File: config.mk
export PLATFORM = sky130hd
export DESIGN_NAME = alu_cmd_sequencer
export DESIGN_NICKNAME = d
export VERILOG_FILES = /design/src/rtl/alu_cmd_sequencer.sv
export SDC_FILE = /design/constraint.sdc
export NUM_CORES = 1
export LEC_CHECK = 0
export CAP_MARGIN = 10
export CORE_AREA = 2 2 83 85
export CTS_CLUSTER_SIZE = 20
export DETAILED_ROUTE_END_ITERATION = 7
export DIE_AREA = 0 0 85 87
export PLACE_DENSITY = 0.91
export SETUP_SLACK_MARGIN = 0.3
export SYNTH_ARGS = -nofsm -noshare
export SYNTH_HDL_FRONTEND = slang
export SYNTH_SLANG_ARGS = --single-unit
File: constraint.sdc
create_clock -name clk -period 3.7 [get_ports clk]
set_input_delay 1.11 -clock clk [delete_from_list [all_inputs] [get_ports clk]]
set_output_delay 1.11 -clock clk [all_outputs]
set_load 0.02 [all_outputs]
File: src/rtl/alu_cmd_sequencer.sv
// alu_cmd_sequencer: the command-side driver for the Logic unit.
//   It accepts an ALU command over valid/ready and reads its operands from a
//   small register file. It then drives the Logic unit for one ISSUE cycle,
//   writes the result back to the register file, and returns the captured
//   result and flags over valid/ready.
//   Schedule: accept at cycle N, ISSUE at N+1, rsp_valid at N+2.
//   Commands are never pipelined. Each command takes at least 3 cycles.
// Optional feature: define ALU_SEQ_PERF_CNT_EN to add the op_count_clr input
//   and op_count, a 16-bit saturating count of completed responses.

package CPU_package;
  localparam int DATA_WIDTH = 8;

  // The logic set runs from AND to CPR. The Logic unit answers the
  // arithmetic codes with a zero result and zero flags.
  typedef enum logic [3:0] {
    ALU_OP_AND  = 4'd0,
    ALU_OP_OR   = 4'd1,
    ALU_OP_XOR  = 4'd2,
    ALU_OP_NAND = 4'd3,
    ALU_OP_NOR  = 4'd4,
    ALU_OP_XNOR = 4'd5,
    ALU_OP_NOTA = 4'd6,
    ALU_OP_NOTB = 4'd7,
    ALU_OP_CPR  = 4'd8,
    ALU_OP_ADD  = 4'd9,
    ALU_OP_SUB  = 4'd10,
    ALU_OP_INC  = 4'd11,
    ALU_OP_DEC  = 4'd12
  } enum_alu_opcode_t;
endpackage

module alu_cmd_sequencer #(
  parameter  int DATA_WIDTH = CPU_package::DATA_WIDTH,
  parameter  int RF_DEPTH   = 4,
  localparam int IDX_W      = $clog2(RF_DEPTH)
) (
  input  logic                          clk,
  input  logic                          rst,
  // command channel
  input  logic                          cmd_valid,
  output logic                          cmd_ready,
  input  CPU_package::enum_alu_opcode_t cmd_opcode,
  input  logic [IDX_W-1:0]              cmd_src_a,
  input  logic [IDX_W-1:0]              cmd_src_b,
  input  logic                          cmd_imm_sel,
  input  logic [DATA_WIDTH-1:0]         cmd_imm,
  input  logic [IDX_W-1:0]              cmd_dst,
  // external register preload
  input  logic                          wr_en,
  input  logic [IDX_W-1:0]              wr_addr,
  input  logic [DATA_WIDTH-1:0]         wr_data,
  // Logic unit operand/opcode interface
  output logic [DATA_WIDTH-1:0]         alu_in_a,
  output logic [DATA_WIDTH-1:0]         alu_in_b,
  output CPU_package::enum_alu_opcode_t alu_opcode,
  input  logic [DATA_WIDTH-1:0]         alu_result,
  input  logic [2:0]                    alu_flag,
  // response channel
  output logic                          rsp_valid,
  input  logic                          rsp_ready,
`ifdef ALU_SEQ_PERF_CNT_EN
  input  logic                          op_count_clr,
  output logic [15:0]                   op_count,
`endif
  output logic [DATA_WIDTH-1:0]         rsp_data,
  output logic [2:0]                    rsp_flag
);

  typedef enum logic [1:0] {
    ST_IDLE  = 2'd0,
    ST_ISSUE = 2'd1,
    ST_RESP  = 2'd2
  } state_t;

  state_t                        r_state;
  logic                          r_cmd_ready;
  logic                          r_rsp_valid;
  logic [DATA_WIDTH-1:0]         r_rsp_data;
  logic [2:0]                    r_rsp_flag;
  logic [DATA_WIDTH-1:0]         r_alu_a;
  logic [DATA_WIDTH-1:0]         r_alu_b;
  CPU_package::enum_alu_opcode_t r_alu_op;
  logic [IDX_W-1:0]              r_dst;
  logic [DATA_WIDTH-1:0]         r_rf [RF_DEPTH];

  logic                          w_accept;
  logic                          w_rsp_hs;
  logic                          w_preload;
  logic                          w_writeback;
  logic [DATA_WIDTH-1:0]         w_opnd_a;
  logic [DATA_WIDTH-1:0]         w_opnd_b;

  // A preload is honoured only while idle. Writeback happens only in ISSUE,
  // so the two register-file write ports can never collide.
  assign w_preload   = wr_en && (r_state == ST_IDLE);
  assign w_accept    = cmd_valid && r_cmd_ready;
  assign w_rsp_hs    = r_rsp_valid && rsp_ready;
  assign w_writeback = (r_state == ST_ISSUE) &&
                       (r_alu_op != CPU_package::ALU_OP_CPR);

  // Operand selection. A preload in the accept cycle is forwarded to the read.
  always_comb begin
    // NOTE: give every combinational output a default before any branch so no path can leave it unassigned and infer a latch.
    w_opnd_a = r_rf[cmd_src_a];
    w_opnd_b = r_rf[cmd_src_b];
    if (w_preload && (wr_addr == cmd_src_a)) w_opnd_a = wr_data;
    if (w_preload && (wr_addr == cmd_src_b)) w_opnd_b = wr_data;
    if (cmd_imm_sel)                         w_opnd_b = cmd_imm;
  end

  // Register file: cleared by reset, preloaded in IDLE, written back in ISSUE.
  always_ff @(posedge clk) begin
    if (rst) begin
      // NOTE: the register file must read zero after reset, so it is built as resettable flops rather than an inferred RAM, which could not be cleared in one cycle.
      for (int i = 0; i < RF_DEPTH; i++) r_rf[i] <= '0;
    end else if (w_writeback) begin
      r_rf[r_dst] <= alu_result;
    end else if (w_preload) begin
      r_rf[wr_addr] <= wr_data;
    end
  end

  // Control FSM. It owns every registered handshake, operand and response output.
  always_ff @(posedge clk) begin
    if (rst) begin
      // NOTE: sequential state uses non-blocking assignments only, so every flop samples pre-edge values regardless of statement order.
      r_state     <= ST_IDLE;
      r_cmd_ready <= 1'b1;
      r_rsp_valid <= 1'b0;
      r_rsp_data  <= '0;
      r_rsp_flag  <= '0;
      r_alu_a     <= '0;
      r_alu_b     <= '0;
      r_alu_op    <= CPU_package::ALU_OP_AND;
      r_dst       <= '0;
    end else begin
      case (r_state)
        ST_IDLE: begin
          if (w_accept) begin
            r_alu_a     <= w_opnd_a;
            r_alu_b     <= w_opnd_b;
            r_alu_op    <= cmd_opcode;
            r_dst       <= cmd_dst;
            r_cmd_ready <= 1'b0;
            r_state     <= ST_ISSUE;
          end
        end
        ST_ISSUE: begin
          // The Logic unit is combinational. Its answer is valid at the end of this cycle.
          r_rsp_data  <= alu_result;
          r_rsp_flag  <= alu_flag;
          r_rsp_valid <= 1'b1;
          r_state     <= ST_RESP;
        end
        ST_RESP: begin
          if (w_rsp_hs) begin
            r_rsp_valid <= 1'b0;
            r_cmd_ready <= 1'b1;
            r_state     <= ST_IDLE;
          end
        end
        default: begin
          r_rsp_valid <= 1'b0;
          r_cmd_ready <= 1'b1;
          r_state     <= ST_IDLE;
        end
      endcase
    end
  end

  assign cmd_ready  = r_cmd_ready;
  assign rsp_valid  = r_rsp_valid;
  assign rsp_data   = r_rsp_data;
  assign rsp_flag   = r_rsp_flag;
  assign alu_in_a   = r_alu_a;
  assign alu_in_b   = r_alu_b;
  assign alu_opcode = r_alu_op;

`ifdef ALU_SEQ_PERF_CNT_EN
  logic [15:0] r_op_count;

  // Completed-response counter. A clear beats a simultaneous increment, and the count saturates.
  always_ff @(posedge clk) begin
    if (rst) begin
      r_op_count <= '0;
    end else if (op_count_clr) begin
      r_op_count <= '0;
    end else if (w_rsp_hs && (r_op_count != 16'hFFFF)) begin
      r_op_count <= r_op_count + 16'd1;
    end
  end

  assign op_count = r_op_count;
`endif

  // Handshake invariants.
  a_ready_excl : assert property (@(posedge clk) disable iff (rst)
    !(r_rsp_valid && r_cmd_ready));
  a_rsp_hold : assert property (@(posedge clk) disable iff (rst)
    (r_rsp_valid && !rsp_ready) |=> (r_rsp_valid && $stable(r_rsp_data) && $stable(r_rsp_flag)));
  a_issue_to_resp : assert property (@(posedge clk) disable iff (rst)
    (r_state == ST_ISSUE) |=> r_rsp_valid);

endmodule

# --- Yosys cells after proc, flatten, opt, wreduce, memory -nomap -nowiden ---
# Memory sizes are Yosys's and may differ from the RTL's. A register that Yosys moved wholly into a read port is not among the register bits.
# Index checks and enable logic that the tools add are counted.
totals:
  out_inout_bits: 33
  word_cells: 54
  ram_bits: 32
  n_memories: 1
  reg_bits: 29
op_classes:
  n_reduce_logical: 12
  eq_ne: 6
  n_mux: 25
  bitwise: 2
mem_list:
  columns: ["name", "depth", "width", "read_ports", "rd_clocked_by_memory_dff", "write_ports", "line_no", "text"]
  rows:
  - ["r_rf", 4, 8, 2, 1, 4, "85", "logic [DATA_WIDTH-1:0] r_rf [RF_DEPTH];"]
ops:
  columns: ["operator", "count"]
  rows:
  - ["$mux W8", 4]
  - ["$reduce_or A8 Y1", 2]
  - ["$mux W1", 14]
  - ["$mux W2", 4]
  - ["$pmux W1 S3", 2]
  - ["$pmux W2 S3", 1]
  - ["$reduce_and A2 Y1", 3]
  - ["$logic_and A1 B1 Y1", 5]
  - ["$ne A2 B2 Y1 const B", 2]
  - ["$ne A4 B4 Y1 const B", 1]
  - ["$reduce_and A3 Y1", 1]
  - ["$eq A2 B1 Y1 const B", 1]
  - ["$eq A2 B2 Y1", 1]
  - ["$eq A2 B2 Y1 const B", 1]
  - ["$logic_not A2 Y1", 1]
  - ["$not A1 Y1", 2]

# --- Longest topological paths before layout ---
depth:
  word_depth: 8
  mapped_depth: 8

# --- Worst setup path after synthesis ---
# No wires, ideal clock.
synth_timing:
  path_type: "input-to-reg"
  start: "input port wr_en"
  end: "memory r_rf[2][0] (enable)"
  arrival_time_ns: 2.559
  n_path_buf: 1
  setup_time_ns: 0.329
  cell_stages: 5
  path_slack_ns: 0.812
  required_time_ns: 3.371
  cell_sequence: "or3b_2 > o32a_1 > or3_1 > clkbuf_1 > nand2_1"
synth_lines:
  columns: ["element", "line_no", "text"]
  rows:
  - ["from (decl)", "50", "input logic wr_en,"]
  - ["to (decl)", "85", null]

# --- Final worst setup path ---
layout_timing:
  start: "input port wr_en"
  end: "register r_alu_b[7] (netlist: alu_in_b[7])"
layout_via:
  elab_chain_cells: 4
layout_lines:
  columns: ["element", "line_no", "text"]
  rows:
  - ["$logic_and A1 B1 Y1", "96", "assign w_preload = wr_en && (r_state == ST_IDLE);"]
  - ["$logic_and A1 B1 Y1", "108", "if (w_preload && (wr_addr == cmd_src_b)) w_opnd_b = wr_data;"]
  - ["$mux W8", "108", null]
  - ["$mux W8", "109", "if (cmd_imm_sel) w_opnd_b = cmd_imm;"]
  - ["to (signal assigned)", "142", "r_alu_b <= w_opnd_b;"]
  - ["to (decl)", "82", "logic [DATA_WIDTH-1:0] r_alu_b;"]
# Every way passes these cells.
# A chain may end at the register's enable or synchronous reset.

==> flow_summary.json <==
{
  "yosysMostFrequentCell": "nand2_1",
  "yosys_warnings": 0,
  "area_growth_pct": 30.4,
  "instances_no_fill": 498,
  "via_per_inst": 6.21,
  "finalHoldViolations": 0,
  "max_slew_margin": 0.482,
  "start_util": 0.524,
  "n_antenna_cell": 0,
  "max_stage_delay_ns": 0.52,
  "cp_data_required_time_ns": 3.92,
  "antenna_found_initial": 0,
  "nets": 458,
  "cts-htree-levels": 3,
  "die_y_um": 87,
  "syn_area_mm2": 0.00344,
  "r2r-start": "r_state[0]",
  "gp_congestion": 0.896,
  "grt_pass1_vias": 3013,
  "crit_type": "in2reg",
  "cts_hold_buf": 0,
  "initialDrtViolationCount": 440,
  "start_kind": "input port",
  "r2r_slack_ns": 1.06,
  "clock-sinks": 69,
  "drc": 0,
  "worst-path-buf-inv": 1,
  "syn-mean-instance-area_um2": 10.2,
  "die_w_um": 85,
  "drive_gt1_frac": 0.158,
  "crit_family": "simple AND/OR/NAND/NOR gates",
  "numCtsBuffers": 9,
  "synth_ff_type": "dfxtp_1",
  "critical_path.slowest_cell": "clkdlybuf4s50_1",
  "r2r_cells": 5,
  "num_rows": 30,
  "leakagePower_nw": 1.65,
  "yosysSeqAreaShare": 0.494,
  "post_cts_resized": 0,
  "crit_start": "wr_en",
  "outcome": "finished clean",
  "worstSetupPathDepth": 6,
  "setup_viol": 0,
  "crit_path_end": "alu_in_b[7]",
  "cts_buffer_depth": 2,
  "drt-pass1-iter-count": 5,
  "path_cells": "clkdlybuf4s50_1 > or3b_2 > nor3_4 > mux2_2 > o21ai_0 > a21oi_1",
  "ys_async_sr_fraction": 0,
  "end_kind": "register",
  "core_mm2": 0.00657,
  "cts.clk_slew.worst_paths_ns": 0.07,
  "r2r-end": "r_rf[1][0]",
  "placed_area_mm2": 0.00427,
  "clock-root-buffer": "clkbuf_8",
  "fin_area_mm2": 0.00449,
  "totalWireLength_mm": 9.55,
  "cts_tree": "yes",
  "rsz0062_at_grt": "no",
  "fillers": 447,
  "fin_hold_ws_ns": 0.463,
  "arrival_ns": 3.36,
  "syn_inst": 338,
  "slew_violations": 0,
  "vdd_drop_max_mv": 0.261,
  "dp.cells": 481,
  "max_freq_ghz": 0.319,
  "postCtsSetupRepairBufs": 0,
  "fin_skew_ns": 0.00631,
  "power_mw": 1.93,
  "min_path_type": "reg2reg",
  "cap_violations": 0,
  "synth.top_cell.area_share": 0.279,
  "grt_overflow": 0,
  "yosysTopAreaCell": "edfxtp_1",
  "grt_pass1_wl_mm": 14.9,
  "vias": 3094,
  "ios": 78,
  "ys_ff_latch": 69,
  "synth_nets": 383,
  "yosysUniqueCellTypes": 45,
  "ant_nets": 0,
  "power_per_cell_area_mw_per_mm2": 430,
  "synth_edf_count": 32,
  "hpwl_mm": 6.97,
  "io_buffer_count": 77,
  "synthTopCellsByCount": "nand2_1, a21oi_1, dfxtp_1, edfxtp_1, nor2_1",
  "grt_max_degree": 36,
  "period_share": 0.846,
  "grt.total_usage": 0.266,
  "worstSkewPairLatency_ns": 0.35,
  "tightest_slew_ns": 0.771,
  "fin_crit_ns": 3.13,
  "synth_area_leaders": "edfxtp_1, dfxtp_1, mux4_2",
  "fin_setup_tns_ns": 0,
  "die_area_mm2": 0.00740,
  "wl_per_cell_um": 19.2,
  "path_max_fanout": 8
}
power by group:
group          leakage, nW  internal [mW]  switching (mW)  total (mW)
Clock                0.104          0.362           0.278       0.640
Combinational        0.910          0.186           0.214       0.399
Sequential           0.636          0.854          0.0370       0.891
Total                 1.65           1.40           0.528        1.93
routing by layer:
layer,share of wire,vias up,GRT usage
li1,-,1383,-
met5,0,-,0
met2,0.49,205,0.452
met3,0.093,39,0.0464
met4,0.039,0,0.134
met1,0.38,1467,0.328
final cells by class:
cell class              count  area, µm²  area share
clock buffers              12        165      0.0368
clock inverters             4       45.0      0.0100
inverters                  19       71.3      0.0159
multi-input cells         226       1550       0.346
flip-flops and latches     69       1700       0.379
well taps                  80        100      0.0223
repair buffers             88        851       0.190
sequential cells by signal (all words and copies together), names as in the netlist:
name and cells:
r_rf 32, alu_in_a 8, alu_in_b 8, rsp_data 8, alu_opcode 4, rsp_flag 3, r_dst 2, r_state 2
cmd_ready 1, rsp_valid 1
worst reg2reg max path, delay by kind of cell (launching register included):
| family | cells | cell delay (ns) |
|---|---|---|
| AOI/OAI and AO/OA | 1 | 0.18 |
| and+or+nand+nor | 4 | 1.60 |
| DFF | 1 | 0.53 |
placed cells by master, fill, tap and decap left out, types with 2 or more instances in the layout:
cell type and n:
o21ai_0 19, a32oi_1 9, mux2_2 8, nand2_1 49, o21ai_1 6, or2_2 8, clkdlybuf4s50_1 77, edfxtp_1 32
a21oi_1 45, dfxtp_1 37, inv_1 19, mux4_2 16, buf_4 10, clkinv_1 2, xor2_1 2, nor2_1 27
nand2b_1 5, clkbuf_8 12, or3_1 2, a31oi_1 7
per-stage QoR:
stage               setup slack, ns   util
finish                        0.569  0.683
global route                  0.473  0.683
CTS                           0.617  0.682
detailed placement            0.259  0.650
global placement              0.385  0.650
floorplan                     0.812      -
worst min path at each step:
stage,end,start,slack (ns),depth (start not counted)
after floorplan,r_dst[0],r_dst[0],0.46,2
after global placement,rsp_flag[0],rsp_flag[0],0.44,2
after detailed placement,rsp_data[4],rsp_data[4],0.45,2
after CTS,rsp_data[4],rsp_data[4],0.46,2
after global routing,alu_in_b[2],alu_in_b[2],0.49,2
final,rsp_data[7],rsp_data[7],0.46,2
cells by family after synthesis:
group                     share of synthesized area
AOI/OAI and AO/OA                             0.163
xor gates and xnor gates                    0.00509
buffers and inverters                        0.0542
DFF                                           0.494
and+or+nand+nor                               0.153
muxes                                         0.131
(Power assumes the default switching activity.)
